### src/rtl/score_keeper_if.sv
// Score keeper signal bundle: ball/frame/button inputs and
// score, serve and game-state outputs.
interface score_keeper_if;
    logic [11:0] ball_center_col;
    logic        frame_tick;
    logic        start_btn;
    logic [7:0]  l_score;
    logic [7:0]  r_score;
    logic        ball_hold;
    logic        serve_dir;
    logic        point_pulse;
    logic        game_over;
    logic        winner;

    modport master (
        output ball_center_col, frame_tick, start_btn,
        input  l_score, r_score, ball_hold, serve_dir,
        input  point_pulse, game_over, winner
    );

    modport slave (
        input  ball_center_col, frame_tick, start_btn,
        output l_score, r_score, ball_hold, serve_dir,
        output point_pulse, game_over, winner
    );
endinterface

### src/rtl/score_keeper.sv
// Pong score keeper: miss detection, scoring, serve delay, game over.
// Define SCORE_BCD_EN for packed two-digit BCD scores.
module score_keeper #(
    parameter int DISP_COLS    = 800,
    parameter int L_MISS_COL   = 3,
    parameter int R_MISS_COL   = DISP_COLS - 3,
    parameter int WIN_SCORE    = 11,
    parameter int SERVE_FRAMES = 60
) (
    input  logic          clk,
    input  logic          rst_n,
    score_keeper_if.slave sk
);

    typedef enum logic [1:0] {
        IDLE,
        SERVE_WAIT,
        PLAY,
        GAME_OVER
    } state_t;

    localparam logic [11:0] L_COL = 12'(L_MISS_COL);
    localparam logic [11:0] R_COL = 12'(R_MISS_COL);
    localparam logic [7:0]  SF    = 8'(SERVE_FRAMES);
`ifdef SCORE_BCD_EN
    localparam logic [7:0]  WIN_ENC =
        8'((WIN_SCORE / 10) * 16 + (WIN_SCORE % 10));
`else
    localparam logic [7:0]  WIN_ENC = 8'(WIN_SCORE);
`endif

    function automatic logic [7:0] inc(input logic [7:0] s);
`ifdef SCORE_BCD_EN
        if (s[3:0] == 4'd9)
            return {s[7:4] + 4'd1, 4'd0};
        return s + 8'd1;
`else
        return s + 8'd1;
`endif
    endfunction

    state_t     state_q, state_d;
    logic [7:0] l_q, l_d, r_q, r_d;
    logic [7:0] cnt_q, cnt_d;
    logic       dir_q, dir_d;
    logic       pulse_q, pulse_d;
    logic       win_q, win_d;
    logic       hold_q, over_q;
    logic       s1_q, s2_q, s3_q;
    logic       start_rise;
    logic       miss_l, miss_r;
    logic [7:0] l_inc, r_inc;

    // Raw button: two-flop synchroniser plus edge detect.
    always_ff @(posedge clk or negedge rst_n) begin
        if (!rst_n) begin
            s1_q <= 1'b0;
            s2_q <= 1'b0;
            s3_q <= 1'b0;
        end else begin
            s1_q <= sk.start_btn;
            s2_q <= s1_q;
            s3_q <= s2_q;
        end
    end

    assign start_rise = s2_q & ~s3_q;
    assign miss_l     = sk.ball_center_col <= L_COL;
    assign miss_r     = sk.ball_center_col >= R_COL;
    assign l_inc      = inc(l_q);
    assign r_inc      = inc(r_q);

    always_comb begin
        state_d = state_q;
        l_d     = l_q;
        r_d     = r_q;
        cnt_d   = cnt_q;
        dir_d   = dir_q;
        pulse_d = 1'b0;
        win_d   = win_q;
        case (state_q)
            IDLE, GAME_OVER: begin
                if (start_rise) begin
                    l_d     = 8'd0;
                    r_d     = 8'd0;
                    dir_d   = 1'b1;
                    cnt_d   = SF;
                    state_d = SERVE_WAIT;
                end
            end
            SERVE_WAIT: begin
                if (sk.frame_tick) begin
                    cnt_d = cnt_q - 8'd1;
                    if (cnt_q == 8'd1)
                        state_d = PLAY;
                end
            end
            PLAY: begin
                if (miss_l) begin
                    r_d     = r_inc;
                    dir_d   = 1'b0;
                    pulse_d = 1'b1;
                    if (r_inc == WIN_ENC) begin
                        win_d   = 1'b1;
                        state_d = GAME_OVER;
                    end else begin
                        cnt_d   = SF;
                        state_d = SERVE_WAIT;
                    end
                end else if (miss_r) begin
                    l_d     = l_inc;
                    dir_d   = 1'b1;
                    pulse_d = 1'b1;
                    if (l_inc == WIN_ENC) begin
                        win_d   = 1'b0;
                        state_d = GAME_OVER;
                    end else begin
                        cnt_d   = SF;
                        state_d = SERVE_WAIT;
                    end
                end
            end
            default: state_d = IDLE;
        endcase
    end

    // Hold and game_over follow the next state so they line up with it.
    always_ff @(posedge clk or negedge rst_n) begin
        if (!rst_n) begin
            state_q <= IDLE;
            l_q     <= 8'd0;
            r_q     <= 8'd0;
            cnt_q   <= 8'd0;
            dir_q   <= 1'b1;
            pulse_q <= 1'b0;
            win_q   <= 1'b0;
            hold_q  <= 1'b1;
            over_q  <= 1'b0;
        end else begin
            state_q <= state_d;
            l_q     <= l_d;
            r_q     <= r_d;
            cnt_q   <= cnt_d;
            dir_q   <= dir_d;
            pulse_q <= pulse_d;
            win_q   <= win_d;
            hold_q  <= (state_d != PLAY);
            over_q  <= (state_d == GAME_OVER);
        end
    end

    assign sk.l_score     = l_q;
    assign sk.r_score     = r_q;
    assign sk.ball_hold   = hold_q;
    assign sk.serve_dir   = dir_q;
    assign sk.point_pulse = pulse_q;
    assign sk.game_over   = over_q;
    assign sk.winner      = win_q;

endmodule
### src/flat_wrapper.sv
// flat-port wrapper written by rule: the top's interface ports become plain ports
module score_keeper_flat 
#(
    parameter int DISP_COLS    = 800,
    parameter int L_MISS_COL   = 3,
    parameter int R_MISS_COL   = DISP_COLS - 3,
    parameter int WIN_SCORE    = 11,
    parameter int SERVE_FRAMES = 60
)
  (clk, rst_n, sk_ball_center_col, sk_frame_tick, sk_start_btn, sk_l_score, sk_r_score, sk_ball_hold, sk_serve_dir, sk_point_pulse, sk_game_over, sk_winner);
  score_keeper_if sk_i ();
  input  logic clk;
  input  logic rst_n;
  input wire logic [$bits(sk_i.ball_center_col)-1:0] sk_ball_center_col;
  input wire logic [$bits(sk_i.frame_tick)-1:0] sk_frame_tick;
  input wire logic [$bits(sk_i.start_btn)-1:0] sk_start_btn;
  output wire logic [$bits(sk_i.l_score)-1:0] sk_l_score;
  output wire logic [$bits(sk_i.r_score)-1:0] sk_r_score;
  output wire logic [$bits(sk_i.ball_hold)-1:0] sk_ball_hold;
  output wire logic [$bits(sk_i.serve_dir)-1:0] sk_serve_dir;
  output wire logic [$bits(sk_i.point_pulse)-1:0] sk_point_pulse;
  output wire logic [$bits(sk_i.game_over)-1:0] sk_game_over;
  output wire logic [$bits(sk_i.winner)-1:0] sk_winner;
  assign sk_i.ball_center_col = sk_ball_center_col;
  assign sk_i.frame_tick = sk_frame_tick;
  assign sk_i.start_btn = sk_start_btn;
  assign sk_l_score = sk_i.l_score;
  assign sk_r_score = sk_i.r_score;
  assign sk_ball_hold = sk_i.ball_hold;
  assign sk_serve_dir = sk_i.serve_dir;
  assign sk_point_pulse = sk_i.point_pulse;
  assign sk_game_over = sk_i.game_over;
  assign sk_winner = sk_i.winner;
  score_keeper #(.DISP_COLS(DISP_COLS), .L_MISS_COL(L_MISS_COL), .R_MISS_COL(R_MISS_COL), .WIN_SCORE(WIN_SCORE), .SERVE_FRAMES(SERVE_FRAMES)) u_core (.clk(clk), .rst_n(rst_n), .sk(sk_i));
endmodule
### config.mk
export PLATFORM = sky130hd
export DESIGN_NAME = score_keeper_flat
export DESIGN_NICKNAME = d
export VERILOG_FILES = /design/src/rtl/score_keeper_if.sv /design/src/rtl/score_keeper.sv /design/src/flat_wrapper.sv
export SDC_FILE = /design/constraint.sdc
export NUM_CORES = 1
export LEC_CHECK = 0
export BUFFER_PORTS_ARGS = -buffer_cell sky130_fd_sc_hd__buf_4
export CORE_MARGIN = 2
export CORE_UTILIZATION = 45
export CTS_CLUSTER_SIZE = 28
export DETAILED_ROUTE_END_ITERATION = 12
export PLACE_DENSITY = 0.74
export SYNTH_ARGS = -nofsm -noshare
export SYNTH_HDL_FRONTEND = slang
export SYNTH_SLANG_ARGS = --single-unit
### constraint.sdc
create_clock -name clk -period 2.7 [get_ports clk]
set_input_delay 0.54 -clock clk [delete_from_list [all_inputs] [get_ports clk]]
set_output_delay 0.54 -clock clk [all_outputs]
set_load 0.005 [all_outputs]
After elaboration in Yosys (flattened, before gate mapping)

Cells that the tools add are included.

Bits of input ports: 16
Bits in registers: 34
Logic and storage cells: 78

Bitwise gates (word level): 2
Equal/unequal tests: 17
Reductions and logical operators: 10
Mux-type cells: 32
Order comparisons: 2
Add/sub/neg operators: 3

Operators with widths:

| operator                                                         | count |
|---|---|
| two-way mux 8 bit                                                | 10 |
| one-hot mux 8 bit (2 select lines)                               | 2 |
| one-hot mux 8 bit (3 select lines)                               | 1 |
| adder 8 x 1 -> 8 bit (second input constant)                     | 2 |
| == test 8 x 4 -> 1 bit (second input constant)                   | 2 |
| two-way mux 2 bit                                                | 7 |
| >= comparator 12 x 10 -> 1 bit (second input constant)           | 1 |
| less-or-equal comparator 12 x 2 -> 1 bit (second input constant) | 1 |
| two-way mux 1 bit                                                | 10 |
| == test 8 x 1 -> 1 bit (second input constant)                   | 1 |
| inequality test 2 bit (second input constant)                    | 4 |
| AND reduction 4 bit                                              | 2 |
| subtractor 8 x 1 -> 8 bit (second input constant)                | 1 |
| == test 2 bit (second input constant)                            | 3 |
| inequality test 2 x 1 -> 1 bit (second input constant)           | 3 |
| one-hot mux 2 bit (3 select lines)                               | 1 |
| AND reduction 3 bit                                              | 2 |
| nonzero test 2 bit                                               | 3 |
| AND reduction 5 bit                                              | 1 |
| inequality test 3 x 1 -> 1 bit (second input constant)           | 1 |
| inequality test 3 x 2 -> 1 bit (second input constant)           | 1 |
| inequality test 3 bit (second input constant)                    | 1 |
| == test 2 x 1 -> 1 bit (second input constant)                   | 1 |
| zero test 2 bit                                                  | 1 |
| 4 further kinds                                                  | 4 |

Depth between registers and ports, before layout

Gate-level depths: netlist of the first run.

Depth in word-level cells: 7
Gate-level depth with buffers: 10
Gate-level depth less buffers: 8

Worst setup path after synthesis of the first run

Ideal clock, no wire load.

Kind: reg2reg
Start: register u_core.state_q[0]
End: register u_core.cnt_q[7]
Clock period less this slack: 2197 ps
Path slack: 503 ps
Arrival: 2073 ps
Buffers on the path: 2
Cell stages (with the launch flop): 11
Setup time: 124 ps
Cell sequence: dfrtp_1 inv_1 ha_1 clkbuf_1 nand2_1 mux2i_1 nor2b_1 a31oi_4 or2_1 buf_6 a211o_1

Cells in the longest elaborated chain, start to end: 4
Elaborated cells between the ends (all ways): 12
Classes of those cells: eq/ne (8); mux (1); reduce/logical (3)

Ends and longest elaborated chain:

| item                                                    | RTL line            | RTL |
|---|---|---|
| from (decl)                                             | score_keeper.sv:42  | `state_t state_q, state_d;` |
| from (signal assigned)                                  | score_keeper.sv:140 | `state_q <= state_d;` |
| == test 2 bit / zero test 2 bit (equally long branches) | score_keeper.sv:81  | `case (state_q)` |
| OR reduction 2 bit                                      | score_keeper.sv:81  |  |
| inequality test 2 x 1 -> 1 bit (no line)                | -                   |  |
| AND reduction 5 bit (no line)                           | -                   |  |
| to (signal assigned)                                    | score_keeper.sv:143 | `cnt_q <= cnt_d;` |
| to (decl)                                               | score_keeper.sv:44  | `logic [7:0] cnt_q, cnt_d;` |

Parallel ways exist; a longest one is shown, timed or not.
A chain may end at the register's enable or synchronous reset.

Worst setup path after layout of the first run

Start: register u_core.l_q[1], in the netlist u_core.sk.l_score[1]
End: register u_core.cnt_q[7]

Cells in the longest elaborated chain, start to end: 4

Ends and longest elaborated chain:

| item                                     | RTL line            | RTL |
|---|---|---|
| from (decl)                              | score_keeper.sv:43  | `logic [7:0] l_q, l_d, r_q, r_d;` |
| from (signal assigned)                   | score_keeper.sv:141 | `l_q <= l_d;` |
| adder 8 x 1 -> 8 bit                     | score_keeper.sv:38  | `return s + 8'd1;` |
| == test 8 x 4 -> 1 bit                   | score_keeper.sv:114 | `if (l_inc == WIN_ENC) begin` |
| inequality test 3 x 2 -> 1 bit (no line) | -                   |  |
| AND reduction 5 bit (no line)            | -                   |  |

Every way passes these cells.

==> run_results.csv, run 1 <==
group,metric,value,unit
status,status,"complete, no violations",
logic_synthesis,synth_top_family_by_area,"simple AND/OR/NAND/NOR gates",
finish,antenna_cells,0,
logic_synthesis,muxShareOfSynthArea,2.94,%
logic_synthesis,async_flop_share,100,%
logic_synthesis,synth_seq_cells,34,
worst_setup_path,crit_path_max_fanout,9,
sta,rsz0062_at_grt,"no",
sta,fin_crit,2.36,ns
grt,grt_pass1_vias,1650,
finish,nets,298,
logic_synthesis,synthAdderAreaFrac,4.70,%
logic_synthesis,synth_cell_type_count,49,
logic_synthesis,yosys_warnings,0,
logic_synthesis,yosys-top-cells-area,"dfrtp_1, ha_1, nand2_1, nor3_1, o21ai_0",
logic_synthesis,syn-num-nets,259,
sta,timing.slew.headroom,69.8,%
grt,grt_max_degree,35,
cts,clk_pin_slew_worst_paths,0.07,ns
floorplanning,die_h,72.8,microns
detailed_routing,avgRoutedWirePerCell,13.8,microns
detailed_routing,wl,4530,microns
finish,drive_gt1_share,22.9,%
placed_design,dp_hpwl,3320,microns
logic_synthesis,syn_avg_cell_area,9.06,sq um
sta,slew_violations,0,
sta,min_period_over_period,87.2,%
cts,cts_made_buffers,5,
sta,setup_viol,0,
floorplanning,io_pins,37,
floorplanning,fp.coreArea,4630,sq um
floorplanning,fp.dieW,72.8,microns
grt,gr-total-overflow,0,
worst_setup_path,required,2.88,ns
worst_setup_path,regToRegStartpoint,"u_core.sk.l_score[1]$_DFFE_PN0P_",
sta,tightest_slew,0.449,ns
finish,synthToLayoutAreaGrowth,19.3,%
finish,nFillCells,428,
cts,postCtsHoldBufs,0,
cts,cts_max_path_buffers,2,
cts,cts_sinks,34,
detailed_routing,first_iter_violations,140,
sta,clock.fmax,425,MHz
logic_synthesis,synth-seq-area-share,40.1,%
detailed_routing,drc,0,
worst_setup_path,crit_path_end_kind,"flip-flop",
cts,cts_setup_buffers,0,
sta,finalClockSkew,0.0106,ns
cts,clkLatencyLatePin,0.29,ns
detailed_routing,firstDrtPassIters,4,
sta,tns,0,ns
floorplanning,start_util,46.0,%
power,peakVddDrop,0.000228,V
cts,cts_tree,"done",
worst_setup_path,worst_r2r_path_depth,6,
logic_synthesis,synth_ff_type,"dfrtp_1",
cts,htreeDepth,2,
logic_synthesis,synthCells,235,
grt,grt_pass1_wl,7850,microns
logic_synthesis,synth_edf_count,0,
placed_design,port_buffers,36,
grt,grt_antenna_before_repair,0,
sta,hold_viol,0,
logic_synthesis,synth_top_area_cell,"dfrtp_1",
logic_synthesis,synth-xor-area-share,2.47,%
placed_design,gp_congestion,0.735,
power,powerDensity,580,nW/um^2
floorplanning,rows,25,
floorplanning,die_area,5300,sq um
worst_setup_path,start_kind,"flip-flop",
detailed_routing,dr_total_vias,1847,
logic_synthesis,yosys.area_share.simple,23.0,%
worst_setup_path,arrival,2.54,ns
cts,cts-root-buf,"clkbuf_8",
power,leakagePower,1.13,nW
logic_synthesis,syn_area,2130,sq um
worst_hold_path,min_path_type,"in -> async",
cts,ctsResizeCount,0,
grt,grt.total_usage,19.2,%
detailed_routing,antenna_left,0,
run,maxCapViolCount,0,
logic_synthesis,yosys.area.top_type_share,37.6,%
worst_setup_path,path_class,"reg -> reg",
worst_setup_path,reg2reg_slack,0.34,ns
finish,design_area,2540,sq um
detailed_routing,via_per_inst,5.61,
logic_synthesis,synth-compound-area-share,21.9,%
worst_setup_path,reg2reg_to,"u_core.cnt_q[7]$_DFFE_PN0P_",
placed_design,placedInstanceArea,2460,sq um
## where the power goes
group	internal, mW	switching (mW)
clock	0.183	0.182
sequential	0.553	0.0387
combinational	0.206	0.309
total	0.942	0.529
## Yosys cell counts, drive strengths merged, types with 2 or more instances
cell type	count
dfrtp	32
nand2	27
nor3	16
o21ai	16
inv	14
nor2	14
a21oi	9
nand3	9
ha	8
clkbuf	7
o31ai	6
a211oi	5
a31oi	5
and3	5
nor2b	5
nor3b	5
xnor2	5
a21o	4
a22o	4
mux2i	4
nand2b	4
nand4	4
buf	3
a211o	2
dfstp	2
mux2	2
o211ai	2
## layer usage
layer	track usage [%]	wire, microns	vias to the layer above
met5	0	0	-
met4	6.38	64	0
met3	4.97	201	6
met2	30.4	2130	37
met1	25.7	2130	877
li1	-	-	927
## metrics by stage
step                      setup slack, ns  instances  power, mW  hold WS (ns)  utilization [%]
after floorplan                     0.503        235      0.988         0.244                -
after global placement              0.329        321       1.11         0.337             53.1
after detailed placement            0.262        321       1.12         0.338             53.1
after CTS                           0.351        329       1.48         0.203             54.8
after global routing                0.165        329       1.58         0.217             54.8
final                               0.345        329       1.47         0.174             54.8
## cells in the final DEF (no fill, tap or decap), types with 6 or more instances in the layout
cell type  count
a21oi_1        9
buf_4         42
dfrtp_1       32
ha_1           8
inv_1         14
nand2_1       26
nand3_1        8
nor2_1        14
nor3_1        16
o21ai_0       16
o31ai_1        6
## final cells by class
type | instances | area, sq um | share of cell area, %
multi-input cells | 177 | 1170 | 46.1
flip-flops and latches | 34 | 853 | 33.6
repair buffers | 42 | 315 | 12.4
clock buffers | 8 | 80.1 | 3.15
well taps | 54 | 67.6 | 2.66
inverters | 14 | 52.6 | 2.07
## cell families after synthesis
logic type,after synthesis
xor gates and xnor gates,6
AOI/OAI and AO/OA,62
DFF,34
adders and majority gates,8
muxes,6
buffers and inverters,24
and+or+nand+nor,95
## worst max-delay path, cell delays in order, from the launching register on
cell and delay [ns]:
dfrtp_1 0.47, and4_4 0.25, a211o_1 0.30, a211oi_2 0.33, a31oi_2 0.24, or2_1 0.38, a211o_1 0.29
## flip-flops by register name (all words and copies together) (netlist names)
signal,cells
u_core.sk.l_score,8
u_core.state_q,2
u_core.sk.point_pulse,1
u_core.sk.winner,1
u_core.s1_q,1
u_core.sk.r_score,8
u_core.s3_q,1
u_core.sk.ball_hold,1
u_core.sk.game_over,1
u_core.s2_q,1
u_core.sk.serve_dir,1
u_core.cnt_q,8
## worst max path at each step
stage,end,from,slack (ns),cells past startpoint
after global placement,u_core.cnt_q[7]$_DFFE_PN0P_,sk_ball_center_col[7],0.33,7
after detailed placement,u_core.cnt_q[7]$_DFFE_PN0P_,sk_ball_center_col[7],0.26,7
after global routing,u_core.cnt_q[7]$_DFFE_PN0P_,u_core.state_q[0]$_DFF_PN0_,0.17,8
final,u_core.cnt_q[7]$_DFFE_PN0P_,u_core.sk.l_score[1]$_DFFE_PN0P_,0.34,6
after CTS,u_core.cnt_q[7]$_DFFE_PN0P_,u_core.state_q[0]$_DFF_PN0_,0.35,8
after floorplan,u_core.cnt_q[7]$_DFFE_PN0P_,u_core.state_q[0]$_DFF_PN0_,0.50,10
(Power assumes the default switching activity.)
==> run 2: changes to the inputs <==
--- a/config.mk
+++ b/config.mk
@@ -7,5 +7,4 @@
 export LEC_CHECK = 0
 export BUFFER_PORTS_ARGS = -buffer_cell sky130_fd_sc_hd__buf_4
-export CORE_MARGIN = 2
 export CORE_UTILIZATION = 45
 export CTS_CLUSTER_SIZE = 28
==> constraint.sdc (replaced) <==
create_clock -name clk -period 2.7 [get_ports clk]
set_input_delay 0.675 -clock clk [delete_from_list [all_inputs] [get_ports clk]]
set_output_delay 0.675 -clock clk [all_outputs]
set_load 0.005 [all_outputs]
==> run_results.csv, run 2 (same netlist as run 1, synthesis figures left out) <==
group,metric,value,unit
cts,cts_sinks,34,
cts,postCtsHoldBufs,0,
cts,ctsResizeCount,0,
finish,synthToLayoutAreaGrowth,21.2,%
finish,drive_gt1_share,24.0,%
finish,nets,298,
sta,tns,0,ns
floorplanning,start_util,47.9,%
cts,clk_pin_slew_worst_paths,0.07,ns
grt,grt.total_usage,20.2,%
placed_design,placedInstanceArea,2470,sq um
cts,cts_tree,"done",
power,peakVddDrop,0.000257,V
sta,min_period_over_period,90.3,%
finish,final_common_cell,"buf_4",
worst_setup_path,slowest_delay,0.48,ns
cts,clkLatencyLatePin,0.28,ns
grt,grt_pass1_vias,1711,
floorplanning,rows,24,
cts,cts_setup_buffers,0,
floorplanning,fp.dieW,70.8,microns
grt,grt_max_degree,35,
detailed_routing,drc,6,
power,powerDensity,611,nW/um^2
detailed_routing,avgRoutedWirePerCell,14.1,microns
run,maxCapViolCount,0,
sta,hold_ws,0.341,ns
status,status,"complete, but fails checks",
detailed_routing,first_iter_violations,144,
finish,design_area,2580,sq um
worst_setup_path,crit_path_end_kind,"flip-flop",
finish,nFillCells,400,
sta,slew_violations,0,
cts,cts-root-buf,"clkbuf_8",
worst_setup_path,required,2.86,ns
sta,clock.fmax,410,MHz
worst_setup_path,path_delay_family,"compound AO/OA/AOI/OAI gates",
status,violations,"DRC",
power,finalPower,1.57,mW
detailed_routing,wl,4620,microns
worst_setup_path,path_buf_inv,0,
sta,hold_viol,0,
detailed_routing,via_per_inst,5.65,
worst_setup_path,start_kind,"flip-flop",
grt,grt_antenna_before_repair,0,
sta,timing.slew.headroom,70.1,%
floorplanning,io_pins,37,
worst_setup_path,path_cells,"ha_1 -> nand3_1 -> xnor2_1 -> a211oi_2 -> a31oi_2 -> or2_1 -> a211o_1",
cts,cts_max_path_buffers,2,
grt,gr-total-overflow,0,
sta,rsz0062_at_grt,"no",
sta,setup_viol,0,
sta,tightest_slew,0.449,ns
detailed_routing,firstDrtPassIters,8,
detailed_routing,dr_total_vias,1849,
floorplanning,fp.coreArea,4440,sq um
placed_design,dp_hpwl,3330,microns
worst_hold_path,min_path_type,"in -> async",
placed_design,gp_congestion,0.822,
floorplanning,die_area,5010,sq um
cts,htreeDepth,2,
cts,cts_made_buffers,5,
grt,grt_pass1_wl,7940,microns
finish,layout_common_cells,"buf_4, dfrtp_1, nand2_1",
worst_setup_path,arrival,2.60,ns
floorplanning,die_h,70.8,microns
sta,finalClockSkew,0.00530,ns
detailed_routing,antenna_left,0,
worst_setup_path,path_class,"reg -> reg",
sta,fin_crit,2.44,ns
finish,antenna_cells,0,
worst_setup_path,crit_slowest_cell,"dfrtp_1",
worst_setup_path,crit_path_max_fanout,9,
placed_design,port_buffers,36,
power,leakagePower,1.16,nW
==> run 2: changes by cell type in the layout (fill, tap and decap cells not counted) <==
| cell | before | now |
|---|---|---|
| clkbuf_8 | 5 | 8 |
| buf_4 | 42 | 41 |
| buf_12 | 0 | 1 |
| clkbuf_1 | 3 | 0 |
==> run 2: per-stage QoR <==
step           setup slack [ns]  utilization, %  cells
2_1_floorplan             0.503               -    235
3_3_place_gp              0.244            55.5    319
3_5_place_dp              0.186            55.5    319
4_1_cts                   0.284            58.0    327
5_1_grt                  0.0937            58.0    327
6_report                  0.262            58.0    327
==> run 2: power breakdown <==
group | switching (mW) | internal (mW) | leakage [nW]
Sequential | 0.0398 | 0.553 | 0.438
Combinational | 0.315 | 0.225 | 0.660
Clock | 0.184 | 0.258 | 0.0575
Total | 0.539 | 1.04 | 1.16
==> run 2: cell type report <==
type | instances | area, sq um | area share, %
Multi-Input combinational cell | 177 | 1170 | 45.4
Sequential cell | 34 | 853 | 33.1
Timing Repair Buffer | 42 | 328 | 12.7
Clock buffer | 8 | 110 | 4.27
Tap cell | 52 | 65.1 | 2.52
Inverter | 14 | 52.6 | 2.04
==> run 2: worst paths after layout <==
path                                                  start                               to  slack (ns)  cells after the start
setup / recovery           u_core.sk.l_score[1]$_DFFE_PN0P_      u_core.cnt_q[7]$_DFFE_PN0P_        0.26                      7
hold / removal                                        rst_n            u_core.s1_q$_DFF_PN0_        0.34                      1
setup reg to reg           u_core.sk.l_score[1]$_DFFE_PN0P_      u_core.cnt_q[7]$_DFFE_PN0P_        0.26                      7
hold reg to reg                       u_core.s1_q$_DFF_PN0_            u_core.s2_q$_DFF_PN0_        0.36                      0
max in group asynchronous                             rst_n  u_core.sk.serve_dir$_DFFE_PN1P_        2.02                      1
min in group clk                      u_core.s1_q$_DFF_PN0_            u_core.s2_q$_DFF_PN0_        0.36                      0
==> run 2: routing by layer <==
metal	up-vias	routed length, microns	track usage [%]
li1	924	-	-
met1	863	2200	27.3
met2	53	2090	31.4
met3	9	224	4.13
met4	0	107	8.89
met5	-	0	0
